`src/rtl/mcs51_timer_array_if.sv`:
```
// SFR bus bundle shared by the CPU side and the timer array.
`timescale 1ns/1ps
interface mcs51_timer_array_if;
    logic       mem_sel;
    logic [7:0] mem_addr;
    logic       mem_we_n;
    logic       mem_rd_n;
    logic [7:0] mem_wdata;
    logic [7:0] mem_rdata;
    logic       mem_ready;

    modport master (
        output mem_sel, mem_addr, mem_we_n, mem_rd_n, mem_wdata,
        input  mem_rdata, mem_ready
    );

    modport slave (
        input  mem_sel, mem_addr, mem_we_n, mem_rd_n, mem_wdata,
        output mem_rdata, mem_ready
    );
endinterface

```
`src/rtl/mcs51_timer_array.sv`:
```
// mcs51_timer_array: NUM_TIMERS independent 8051-style timer/counters
// (modes 0-3, gate, external events, interrupt enable, overflow strobes)
// mapped as four SFR bytes per channel on the Naive-Memory bus.
`timescale 1ns/1ps
module mcs51_timer_array #(
    parameter int         NUM_TIMERS = 2,
    parameter int         PRESCALE   = 12,
    parameter logic [7:0] BASE_ADDR  = 8'h80
) (
    input  logic                  clk,
    input  logic                  reset_n,
    mcs51_timer_array_if.slave    bus,
    input  logic [NUM_TIMERS-1:0] t_in,
    input  logic [NUM_TIMERS-1:0] gate_in,
    input  logic [NUM_TIMERS-1:0] int_ack,
    output logic [NUM_TIMERS-1:0] irq,
    output logic [NUM_TIMERS-1:0] ovf_pulse
);
    localparam int N = NUM_TIMERS;

    // Shared prescaler
    logic [7:0]   pre_cnt;
    logic         tick;

    // Synchronisers and external event detection
    logic [N-1:0] t_meta;
    logic [N-1:0] t_sync;
    logic [N-1:0] t_last;
    logic [N-1:0] g_meta;
    logic [N-1:0] g_sync;
    logic [N-1:0] ext_event;

    // Architectural registers
    logic [7:0]   tl   [N];
    logic [7:0]   th   [N];
    logic [1:0]   mode [N];
    logic [N-1:0] ct;
    logic [N-1:0] gate;
    logic [N-1:0] tr;
    logic [N-1:0] tf;
    logic [N-1:0] ie;
    logic [N-1:0] trh;
    logic [N-1:0] tfh;

    // Counting datapath results
    logic [7:0]   tl_nxt [N];
    logic [7:0]   th_nxt [N];
    logic [N-1:0] run;
    logic [N-1:0] tf_hw;
    logic [N-1:0] tfh_hw;
    logic [N-1:0] ovf_hw;

    // Bus decode
    logic [7:0]   offset;
    logic         in_map;
    logic         wr_cyc;
    logic         rd_cyc;
    logic [N-1:0] wr_tl;
    logic [N-1:0] wr_th;
    logic [N-1:0] wr_tmod;
    logic [N-1:0] wr_tcon;
    logic [7:0]   rd_val;

    assign tick = (pre_cnt == 8'(PRESCALE - 1));

    // Free-running prescaler; tick marks the last cycle of each period
    always_ff @(posedge clk or negedge reset_n) begin
        if (!reset_n) begin
            pre_cnt <= 8'd0;
        end else if (tick) begin
            pre_cnt <= 8'd0;
        end else begin
            pre_cnt <= pre_cnt + 8'd1;
        end
    end

    // Two-flop synchronisers for the pins; t_in is also sampled once per tick
    always_ff @(posedge clk or negedge reset_n) begin
        if (!reset_n) begin
            t_meta <= '0;
            t_sync <= '0;
            t_last <= '0;
            g_meta <= '0;
            g_sync <= '0;
        end else begin
            t_meta <= t_in;
            t_sync <= t_meta;
            g_meta <= gate_in;
            g_sync <= g_meta;
            if (tick) begin
                t_last <= t_sync;
            end
        end
    end

    // A counted event is a 1 -> 0 change between two consecutive tick samples
    assign ext_event = t_last & ~t_sync;
    assign run       = tr & (~gate | g_sync) & {N{tick}} & (~ct | ext_event);

    assign offset = bus.mem_addr - BASE_ADDR;
    assign in_map = (bus.mem_addr >= BASE_ADDR) && (offset < 8'(4 * N));
    assign wr_cyc = bus.mem_sel & ~bus.mem_we_n;
    assign rd_cyc = bus.mem_sel & ~bus.mem_rd_n;

    // Per-channel, per-register write enables
    always_comb begin
        wr_tl   = '0;
        wr_th   = '0;
        wr_tmod = '0;
        wr_tcon = '0;
        for (int i = 0; i < N; i++) begin
            if (wr_cyc && in_map && (offset[3:2] == 2'(i))) begin
                case (offset[1:0])
                    2'd0:    wr_tl[i]   = 1'b1;
                    2'd1:    wr_th[i]   = 1'b1;
                    2'd2:    wr_tmod[i] = 1'b1;
                    default: wr_tcon[i] = 1'b1;
                endcase
            end
        end
    end

    // Read-data mux; unmapped addresses read as zero
    always_comb begin
        rd_val = 8'h00;
        for (int i = 0; i < N; i++) begin
            if (in_map && (offset[3:2] == 2'(i))) begin
                case (offset[1:0])
                    2'd0:    rd_val = tl[i];
                    2'd1:    rd_val = th[i];
                    2'd2:    rd_val = {4'h0, gate[i], ct[i], mode[i]};
                    default: rd_val = {3'b000, tfh[i], trh[i], ie[i], tf[i], tr[i]};
                endcase
            end
        end
    end

    // Next counter values and hardware flag sets for every mode
    always_comb begin
        for (int i = 0; i < N; i++) begin
            tl_nxt[i] = tl[i];
            th_nxt[i] = th[i];
            tf_hw[i]  = 1'b0;
            tfh_hw[i] = 1'b0;
            ovf_hw[i] = 1'b0;
            case (mode[i])
                2'd0: begin
                    if (run[i]) begin
                        if ({th[i], tl[i][4:0]} == 13'h1FFF) begin
                            th_nxt[i] = 8'h00;
                            tl_nxt[i] = {tl[i][7:5], 5'h00};
                            tf_hw[i]  = 1'b1;
                            ovf_hw[i] = 1'b1;
                        end else begin
                            {th_nxt[i], tl_nxt[i][4:0]} = {th[i], tl[i][4:0]} + 13'd1;
                        end
                    end
                end
                2'd1: begin
                    if (run[i]) begin
                        {th_nxt[i], tl_nxt[i]} = {th[i], tl[i]} + 16'd1;
                        if ({th[i], tl[i]} == 16'hFFFF) begin
                            tf_hw[i]  = 1'b1;
                            ovf_hw[i] = 1'b1;
                        end
                    end
                end
                2'd2: begin
                    if (run[i]) begin
                        if (tl[i] == 8'hFF) begin
                            tl_nxt[i] = th[i];
                            tf_hw[i]  = 1'b1;
                            ovf_hw[i] = 1'b1;
                        end else begin
                            tl_nxt[i] = tl[i] + 8'd1;
                        end
                    end
                end
                default: begin
                    if (run[i]) begin
                        tl_nxt[i] = tl[i] + 8'd1;
                        if (tl[i] == 8'hFF) begin
                            tf_hw[i]  = 1'b1;
                            ovf_hw[i] = 1'b1;
                        end
                    end
                    if (trh[i] && tick) begin
                        th_nxt[i] = th[i] + 8'd1;
                        if (th[i] == 8'hFF) begin
                            tfh_hw[i] = 1'b1;
                        end
                    end
                end
            endcase
        end
    end

    // Register update: CPU writes beat counting, hardware flag sets beat clears
    always_ff @(posedge clk or negedge reset_n) begin
        if (!reset_n) begin
            for (int i = 0; i < N; i++) begin
                tl[i]   <= 8'h00;
                th[i]   <= 8'h00;
                mode[i] <= 2'd0;
            end
            ct        <= '0;
            gate      <= '0;
            tr        <= '0;
            tf        <= '0;
            ie        <= '0;
            trh       <= '0;
            tfh       <= '0;
            ovf_pulse <= '0;
        end else begin
            for (int i = 0; i < N; i++) begin
                tl[i] <= wr_tl[i] ? bus.mem_wdata : tl_nxt[i];
                th[i] <= wr_th[i] ? bus.mem_wdata : th_nxt[i];
                if (wr_tmod[i]) begin
                    mode[i] <= bus.mem_wdata[1:0];
                    ct[i]   <= bus.mem_wdata[2];
                    gate[i] <= bus.mem_wdata[3];
                end
                if (wr_tcon[i]) begin
                    tr[i]  <= bus.mem_wdata[0];
                    ie[i]  <= bus.mem_wdata[2];
                    trh[i] <= bus.mem_wdata[3];
                end
                tf[i]  <= tf_hw[i]  | (wr_tcon[i] ? bus.mem_wdata[1] : (tf[i]  & ~int_ack[i]));
                tfh[i] <= tfh_hw[i] | (wr_tcon[i] ? bus.mem_wdata[4] : (tfh[i] & ~int_ack[i]));
            end
            ovf_pulse <= ovf_hw;
        end
    end

    assign irq = ie & (tf | tfh);

    // Bus response: registered read data and a one-cycle ready per access
    always_ff @(posedge clk or negedge reset_n) begin
        if (!reset_n) begin
            bus.mem_rdata <= 8'h00;
            bus.mem_ready <= 1'b0;
        end else begin
            bus.mem_ready <= wr_cyc | rd_cyc;
            if (rd_cyc) begin
                bus.mem_rdata <= rd_val;
            end
        end
    end

endmodule

```
`src/flat_wrapper.sv`:
```
// flat-port wrapper written by rule: the top's interface ports become plain ports
module mcs51_timer_array_flat 
#(
    parameter int         NUM_TIMERS = 2,
    parameter int         PRESCALE   = 12,
    parameter logic [7:0] BASE_ADDR  = 8'h80
)
  (clk, reset_n, t_in, gate_in, int_ack, irq, ovf_pulse, bus_mem_sel, bus_mem_addr, bus_mem_we_n, bus_mem_rd_n, bus_mem_wdata, bus_mem_rdata, bus_mem_ready);
  mcs51_timer_array_if bus_i ();
  input  logic clk;
  input  logic reset_n;
  input  logic [NUM_TIMERS-1:0] t_in;
  input  logic [NUM_TIMERS-1:0] gate_in;
  input  logic [NUM_TIMERS-1:0] int_ack;
  output logic [NUM_TIMERS-1:0] irq;
  output logic [NUM_TIMERS-1:0] ovf_pulse;
  input wire logic [$bits(bus_i.mem_sel)-1:0] bus_mem_sel;
  input wire logic [$bits(bus_i.mem_addr)-1:0] bus_mem_addr;
  input wire logic [$bits(bus_i.mem_we_n)-1:0] bus_mem_we_n;
  input wire logic [$bits(bus_i.mem_rd_n)-1:0] bus_mem_rd_n;
  input wire logic [$bits(bus_i.mem_wdata)-1:0] bus_mem_wdata;
  output wire logic [$bits(bus_i.mem_rdata)-1:0] bus_mem_rdata;
  output wire logic [$bits(bus_i.mem_ready)-1:0] bus_mem_ready;
  assign bus_i.mem_sel = bus_mem_sel;
  assign bus_i.mem_addr = bus_mem_addr;
  assign bus_i.mem_we_n = bus_mem_we_n;
  assign bus_i.mem_rd_n = bus_mem_rd_n;
  assign bus_i.mem_wdata = bus_mem_wdata;
  assign bus_mem_rdata = bus_i.mem_rdata;
  assign bus_mem_ready = bus_i.mem_ready;
  mcs51_timer_array #(.NUM_TIMERS(NUM_TIMERS), .PRESCALE(PRESCALE), .BASE_ADDR(BASE_ADDR)) u_core (.clk(clk), .reset_n(reset_n), .bus(bus_i), .t_in(t_in), .gate_in(gate_in), .int_ack(int_ack), .irq(irq), .ovf_pulse(ovf_pulse));
endmodule
```
`config.mk`:
```
export PLATFORM = sky130hd
export DESIGN_NAME = mcs51_timer_array_flat
export DESIGN_NICKNAME = d
export VERILOG_FILES = /design/src/rtl/mcs51_timer_array_if.sv /design/src/rtl/mcs51_timer_array.sv /design/src/flat_wrapper.sv
export SDC_FILE = /design/constraint.sdc
export NUM_CORES = 1
export LEC_CHECK = 0
export ABC_AREA = 1
export BUFFER_PORTS_ARGS = -buffer_cell sky130_fd_sc_hd__buf_2
export CAP_MARGIN = 20
export CORE_MARGIN = 2
export CORE_UTILIZATION = 60
export DETAILED_ROUTE_END_ITERATION = 10
export MAX_ROUTING_LAYER = met4
export PLACE_DENSITY = 0.87
export REMOVE_ABC_BUFFERS = 1
export SYNTH_ARGS = -nofsm -noshare
export SYNTH_HDL_FRONTEND = slang
export SYNTH_SLANG_ARGS = --single-unit
```
`constraint.sdc`:
```
create_clock -name clk -period 4.2 [get_ports clk]
set_clock_uncertainty 0.05 [all_clocks]
set_input_delay 0.21 -clock clk [delete_from_list [all_inputs] [get_ports clk]]
set_output_delay 0.21 -clock clk [all_outputs]
set_load 0.01 [all_outputs]
```
==> results of run 1 <==
## routing by layer
layer	routed length [um]	share of wire
met1	7220	0.41
met2	8170	0.46
met3	1670	0.094
met4	637	0.036
met5	0	0
## worst max-delay path, stage by stage, from the launching register on
cell	delay, ns
dfrtp_1	0.56
ha_1	0.30
nand2_1	0.12
nor2_2	0.23
nand2_4	0.13
inv_2	0.12
nand2_1	0.13
nand2_1	0.10
nand2_1	0.13
nand2_1	0.09
nand2_1	0.05
nand2_1	0.07
nand2_1	0.05
## metrics by stage
step,utilization,cell area (sq um),setup slack [ns]
final,0.668,6440,1.95
after global routing,0.668,6440,1.84
after CTS,0.666,6420,2.01
after detailed placement,0.638,6150,2.02
after global placement,0.638,6150,2.01
after floorplan,-,5790,2.51
## cell families (layout without fill, tap and decap cells)
kind of cell / Yosys count / after routing / synth area share
simple gates: 557 / 557 / 0.426
buf+inv: 148 / 189 / 0.100
compound gates: 110 / 110 / 0.105
flops: 79 / 79 / 0.335
xor+xnor: 16 / 16 / 0.0238
fa+ha+maj: 5 / 5 / 0.0106
## area by class of cell
| class | count | area [sq um] |
|---|---|---|
| Multi-Input combinational cell | 688 | 3330 |
| Sequential cell | 79 | 1980 |
| Tap cell | 133 | 166 |
| Inverter | 128 | 483 |
| Timing Repair Buffer | 45 | 275 |
| Clock inverter | 6 | 75.1 |
| Fill cell | 889 | 3200 |
| Clock buffer | 10 | 138 |
## state kept, by name, summed over array words and instances, names as in the netlist
name                  count
u_core.ovf_pulse          2
u_core.gate               2
u_core.t_last             2
u_core.tf                 2
u_core.g_meta             2
u_core.ct                 2
u_core.ie                 2
u_core.mode               4
u_core.t_sync             2
u_core.pre_cnt            8
u_core.trh                2
u_core.bus.mem_rdata      8
u_core.tfh                2
u_core.bus.mem_ready      1
u_core.g_sync             2
u_core.th                16
u_core.t_meta             2
u_core.tr                 2
u_core.tl                16
## final timing paths
| check | endpoint | cells past startpoint | slack (ns) | startpoint |
|---|---|---|---|---|
| min in group asynchronous | u_core.th[13]$_DFFE_PN0P_ | 2 | 0.15 | reset_n |
| worst min register to register | u_core.g_sync[1]$_DFF_PN0_ | 0 | 0.30 | u_core.g_meta[1]$_DFF_PN0_ |
| worst max register to register | u_core.tl[9]$_DFFE_PN0P_ | 12 | 1.95 | u_core.tl[8]$_DFFE_PN0P_ |
| max in group asynchronous | u_core.tl[10]$_DFFE_PN0P_ | 3 | 3.37 | reset_n |
| worst min-delay path | u_core.th[10]$_DFFE_PN0P_ | 3 | 0.05 | bus_mem_wdata[2] |
| worst max-delay path | u_core.tl[9]$_DFFE_PN0P_ | 12 | 1.95 | u_core.tl[8]$_DFFE_PN0P_ |
## synthesized netlist by cell type, drive strengths merged, types with 2 or more instances
cell,count
clkbuf,6
o2111ai,3
buf,14
a21boi,2
o21ai,71
nor2,89
nand3b,3
xnor2,2
nand4,17
o22ai,8
inv,127
a22oi,3
dfrtp,79
nor3,5
nand2,334
nand3,107
o221ai,2
xor2,14
o211ai,7
a21oi,12
ha,5
## power breakdown
group | leakage, nW | switching (mW) | internal [mW]
registers | 1.02 | 0.0452 | 0.786
clock network | 0.105 | 0.323 | 0.300
logic | 2.28 | 0.155 | 0.0714
total | 3.41 | 0.523 | 1.16
==> summary.md, run 1 <==
| Metric | Value |
|---|---|
| Data required time of the worst path | 4.42 ns |
| Top FF cell, synth | dfrtp_1 |
| Outcome | finished, final reports clean |
| GR Layer Usage met3 | 0.0590 |
| ANT cells | 0 |
| Mapped cell area | 5900 sq um |
| GR Util met1 | 0.475 |
| Worst Hold Margin | 0.0456 ns |
| Hold Path Class | input port to flip-flop |
| Sequential fraction of the synthesis area | 0.335 |
| Main area contributors after synthesis | dfrtp_1 34%, nand2_1 20%, nand3_1 8.9% |
| Library cells used by synthesis | 42 |
| GPL Wtd Cong | 1.02 |
| Total GRT Usage | 0.368 |
| Fin. Hold Viols | 0 |
| Number of enable flip-flop cells after synthesis | 0 |
| Area Overhead vs Synth | 9.27% |
| Commonest non-fill, non-tap cell in the layout | nand2_1 |
| Leak | 3.41 nW |
| Die Ht | 103 um |
| Async set-reset flop share out of synthesis | 1.00 |
| DP HPWL | 13.2 mm |
| Largest area contributor in the netlist | dfrtp_1 |
| Grt peak-use layer | met2 |
| Initial Utilization | 0.612 |
| Die area | 10600 sq um |
| Resized cells post-CTS | 0 |
| Cts hold-fix bufs | 5 |
| Overall Power | 1.68 mW |
| Dpl cells | 1067 |
| Total grt overflow | 0 |
| Area share of the largest cell type after synthesis | 0.335 |
| Tcrit/Tclk final | 0.535 |
| Sink Count | 79 |
| Buffers added on ports | 39 |
| Vias in the first global route | 5696 |
| Worst Max-Slew Pin Slew | 0.909 ns |
| Via count of the routed design | 6245 |
| Fraction of layout cells with a size suffix above 1 | 0.120 |
| M2 GR Usage | 0.572 |
| Final ANT Viol Nets | 0 |
| Max clock buf depth | 2 |
| Tmin final | 2.25 ns |
| Synth warn | 0 |
| DRC | 0 |
| Worst Setup Path Type | flip-flop to flip-flop |
| Fin Setup TNS | 0 ns |
| Routed wire length | 17.7 mm |
| Num rows | 36 |
| Clock transition at path regs | 0.09 ns |
| Most frequent cells in the layout | 320 x nand2_1, 111 x inv_1, 105 x nand3_1 |
| Ports | 40 |
| Final Max Slew Viols | 0 |
| CP arrival | 2.47 ns |
| Largest net degree at the start of global routing | 80 |
| Setup crit start kind | flip-flop |
| Total setup buffers inserted after CTS | 0 |
| Unrepaired setup endpoints after global routing | false |
| CORE AREA | 9640 sq um |
| TritonCTS buffer count | 9 |
| Setup violators final | 0 |
| CTS tree | done |
| Synth Instances | 915 |
| #FFs+latches synth | 79 |
| Crit-path max FO | 9 |
| Vias per inst | 5.73 |
| DR WL/cell | 16.2 um |
| Crit path capture type | flip-flop |
| First-pass GRT wire length | 29.1 mm |
| Max_cap viols | 0 |
| DR pass1 iterations | 5 |
| 1st-iter DRT viols | 598 |
| VDD IR max | 0.257 mV |
| # H-tree levels | 3 |
| Cell Count, Final, Fillers Out | 1089 |
| Syn Area/Cell | 6.44 sq um |
| Pwr/cell area | 261 nW/um^2 |
| Chip Width | 103 um |
| Max-slew headroom | 0.392 |
| Initial antenna violation count | 0 |
| Clock latency on the worst-skew pair | 0.38 ns |
| Final net count | 983 |
| CTS Root Cell | clkbuf_8 |
| Peak Freq | 445 MHz |
Power figures use the tool's default switching activity.
==> inputs of run 2 (changes only) <==
Clock period 4.2 ns to 2.2 ns, I/O delays scaled along.
==> run 2 against run 1 <==
Wire length rose by 4.8%. Critical path depth did not move. Critical endpoint unchanged. Utilization rose by 2.4 points. Clock power rose by 110%. Die area did not move. Largest cell class unchanged.
==> summary.md, run 2 (same netlist as run 1, synthesis figures left out) <==
| Metric | Value |
|---|---|
| Num rows | 36 |
| Unrepaired setup endpoints after global routing | false |
| Die area | 10600 sq um |
| CTS tree | done |
| CTS Root Cell | clkbuf_8 |
| First-pass GRT wire length | 30.0 mm |
| Final setup margin | 0.225 ns |
| Slowest Stage Delay on Critical Path | 0.46 ns |
| Vias per inst | 5.69 |
| Slowest cell on crit path | dfrtp_1 |
| Sink Count | 79 |
| Top delay family on crit path | simple AND/OR/NAND/NOR gates |
| Dpl cell area | 6310 sq um |
| Crit path top cell by count | nand2_1 |
| Critical R2R Capture | u_core.tl[9]$_DFFE_PN0P_ |
| Chip Width | 103 um |
| R2r setup slk | 0.22 ns |
| # H-tree levels | 3 |
| GPL Wtd Cong | 1.04 |
| Data required time of the worst path | 2.43 ns |
| Hold Path Class | input port to flip-flop |
| 1st-iter DRT viols | 618 |
| TritonCTS buffer count | 9 |
| Final ANT Viol Nets | 0 |
| CP cell instances | ha_1, nand2_1, nor2_2, nand2_4, inv_2, nand2_1, nand2_1, nand2_1, nand2_1, nand2_1, nand2_1, nand2_1 |
| VDD IR max | 0.497 mV |
| Ports | 40 |
| Vias in the first global route | 5886 |
| Final Max Slew Viols | 0 |
| Clock transition at path regs | 0.09 ns |
| Initial antenna violation count | 0 |
| Tmin final | 1.98 ns |
| Final-layout fill cell count | 889 |
| Min-Delay Path Depth | 5 |
| Die Ht | 103 um |
| Max-slew headroom | 0.601 |
| End of the worst hold path | u_core.tl[13]$_DFFE_PN0P_ |
| Setup violators final | 0 |
| Buffers added on ports | 39 |
| Total setup buffers inserted after CTS | 0 |
| Pwr/cell area | 503 nW/um^2 |
| CORE AREA | 9640 sq um |
| Sequential Area | 1980 sq um |
| Routed wire length | 18.5 mm |
| Overall Power | 3.36 mW |
| R2R cell count | 12 |
| Largest net degree at the start of global routing | 45 |
| Commonest non-fill, non-tap cell in the layout | nand2_1 |
| ANT cells | 0 |
| Peak Freq | 506 MHz |
| Tcrit/Tclk final | 0.898 |
| Area Overhead vs Synth | 13.2% |
| Setup crit start kind | flip-flop |
| Initial Utilization | 0.612 |
| Max clock buf depth | 2 |
| Max_cap viols | 0 |
| Total GRT Usage | 0.384 |
| CP bufs+invs | 1 |
| Clock latency on the worst-skew pair | 0.38 ns |
| Setup Slack @ Placement | 0.215 ns |
| Outcome | finished, final reports clean |
| Most frequent cells in the layout | 320 x nand2_1, 111 x inv_1, 105 x nand3_1 |
| Worst Setup Path Type | flip-flop to flip-flop |
| CP arrival | 2.21 ns |
| DR WL/cell | 16.6 um |
| Fin Setup TNS | 0 ns |
| Final net count | 1009 |
| Multi-input logic area | 3330 sq um |
| Crit path capture type | flip-flop |
| Design area | 6670 sq um |
| Leak | 3.54 nW |
| DP HPWL | 13.8 mm |
| Total grt overflow | 0 |
| DR pass1 iterations | 6 |
| Largest registers | u_core.th x16, u_core.tl x16 |
| DRC | 0 |
| Worst hold start | bus_mem_wdata[5] |
| Reg-to-Reg Start | u_core.tl[9]$_DFFE_PN0P_ |
| Fraction of layout cells with a size suffix above 1 | 0.136 |
| Worst Max-Slew Pin Slew | 0.596 ns |
| Fin. Hold Viols | 0 |
| Crit-path max FO | 8 |
| Via count of the routed design | 6346 |
[run 2: cell types whose count changed in the layout (fill, tap and decap cells not counted), sizes merged]
cell,before,now
buf,40,58
dlygate4sd3,5,13
bufinv,1,2
clkbuf,10,9
clkinvlp,1,0
inv,130,131
[run 2: what timing repair did]
action                     CTS  global route
setup endpoints to repair    0             3
hold endpoints to repair    54             0
hold buffers                13             0
gates resized for setup      0             1
[run 2: how the worst max path moves through the flow]
| stage | from | to | slack, ns | depth (start not counted) |
|---|---|---|---|---|
| 5_1_grt | u_core.tl[9]$_DFFE_PN0P_ | u_core.tl[8]$_DFFE_PN0P_ | 0.07 | 12 |
| 6_report | u_core.tl[9]$_DFFE_PN0P_ | u_core.tl[9]$_DFFE_PN0P_ | 0.22 | 12 |
| 3_5_place_dp | u_core.tl[8]$_DFFE_PN0P_ | u_core.tl[8]$_DFFE_PN0P_ | 0.21 | 12 |
| 3_3_place_gp | u_core.tl[8]$_DFFE_PN0P_ | u_core.tl[9]$_DFFE_PN0P_ | 0.30 | 12 |
| 2_1_floorplan | u_core.tl[8]$_DFFE_PN0P_ | u_core.tl[11]$_DFFE_PN0P_ | 0.51 | 12 |
| 4_1_cts | u_core.tl[8]$_DFFE_PN0P_ | u_core.tl[8]$_DFFE_PN0P_ | 0.20 | 12 |
[run 2: area by class of cell]
cell class	count	area share
Clock buffer	9	0.0186
Inverter	128	0.0724
Timing Repair Buffer	71	0.0724
Clock inverter	7	0.0163
Tap cell	133	0.0249
Sequential cell	79	0.296
Multi-Input combinational cell	688	0.499
[run 2: through the flow]
stage	cells	utilization	hold WS, ns
finish	1115	0.692	0.00696
global placement	1086	0.654	0.0908
floorplan	895	-	-0.236
detailed placement	1086	0.654	0.0935
global route	1115	0.692	0.0425
CTS	1115	0.692	0.0114
[run 2: where the power goes]
group | internal [mW] | leakage, nW | total (mW) | switching, mW
logic | 0.160 | 2.40 | 0.488 | 0.327
clock network | 0.665 | 0.118 | 1.30 | 0.635
registers | 1.50 | 1.02 | 1.57 | 0.0698
total | 2.33 | 3.54 | 3.36 | 1.03
[run 2: worst register-to-register path, stage by stage (launching register included)]
cell and delay [ns]:
dfrtp_1 0.46, ha_1 0.27, nand2_1 0.10, nor2_2 0.24
nand2_4 0.12, inv_2 0.10, nand2_1 0.10, nand2_1 0.10
nand2_1 0.11, nand2_1 0.09, nand2_1 0.05, nand2_1 0.05
nand2_1 0.05
[run 2: per-layer routing]
layer	routed length, um	part of all wire	up-vias	global-route usage
met3	1520	0.082	78	0.0583
met4	939	0.051	0	0.194
met2	8670	0.47	359	0.595
met5	0	0	-	-
li1	-	-	3053	-
met1	7420	0.40	2856	0.490
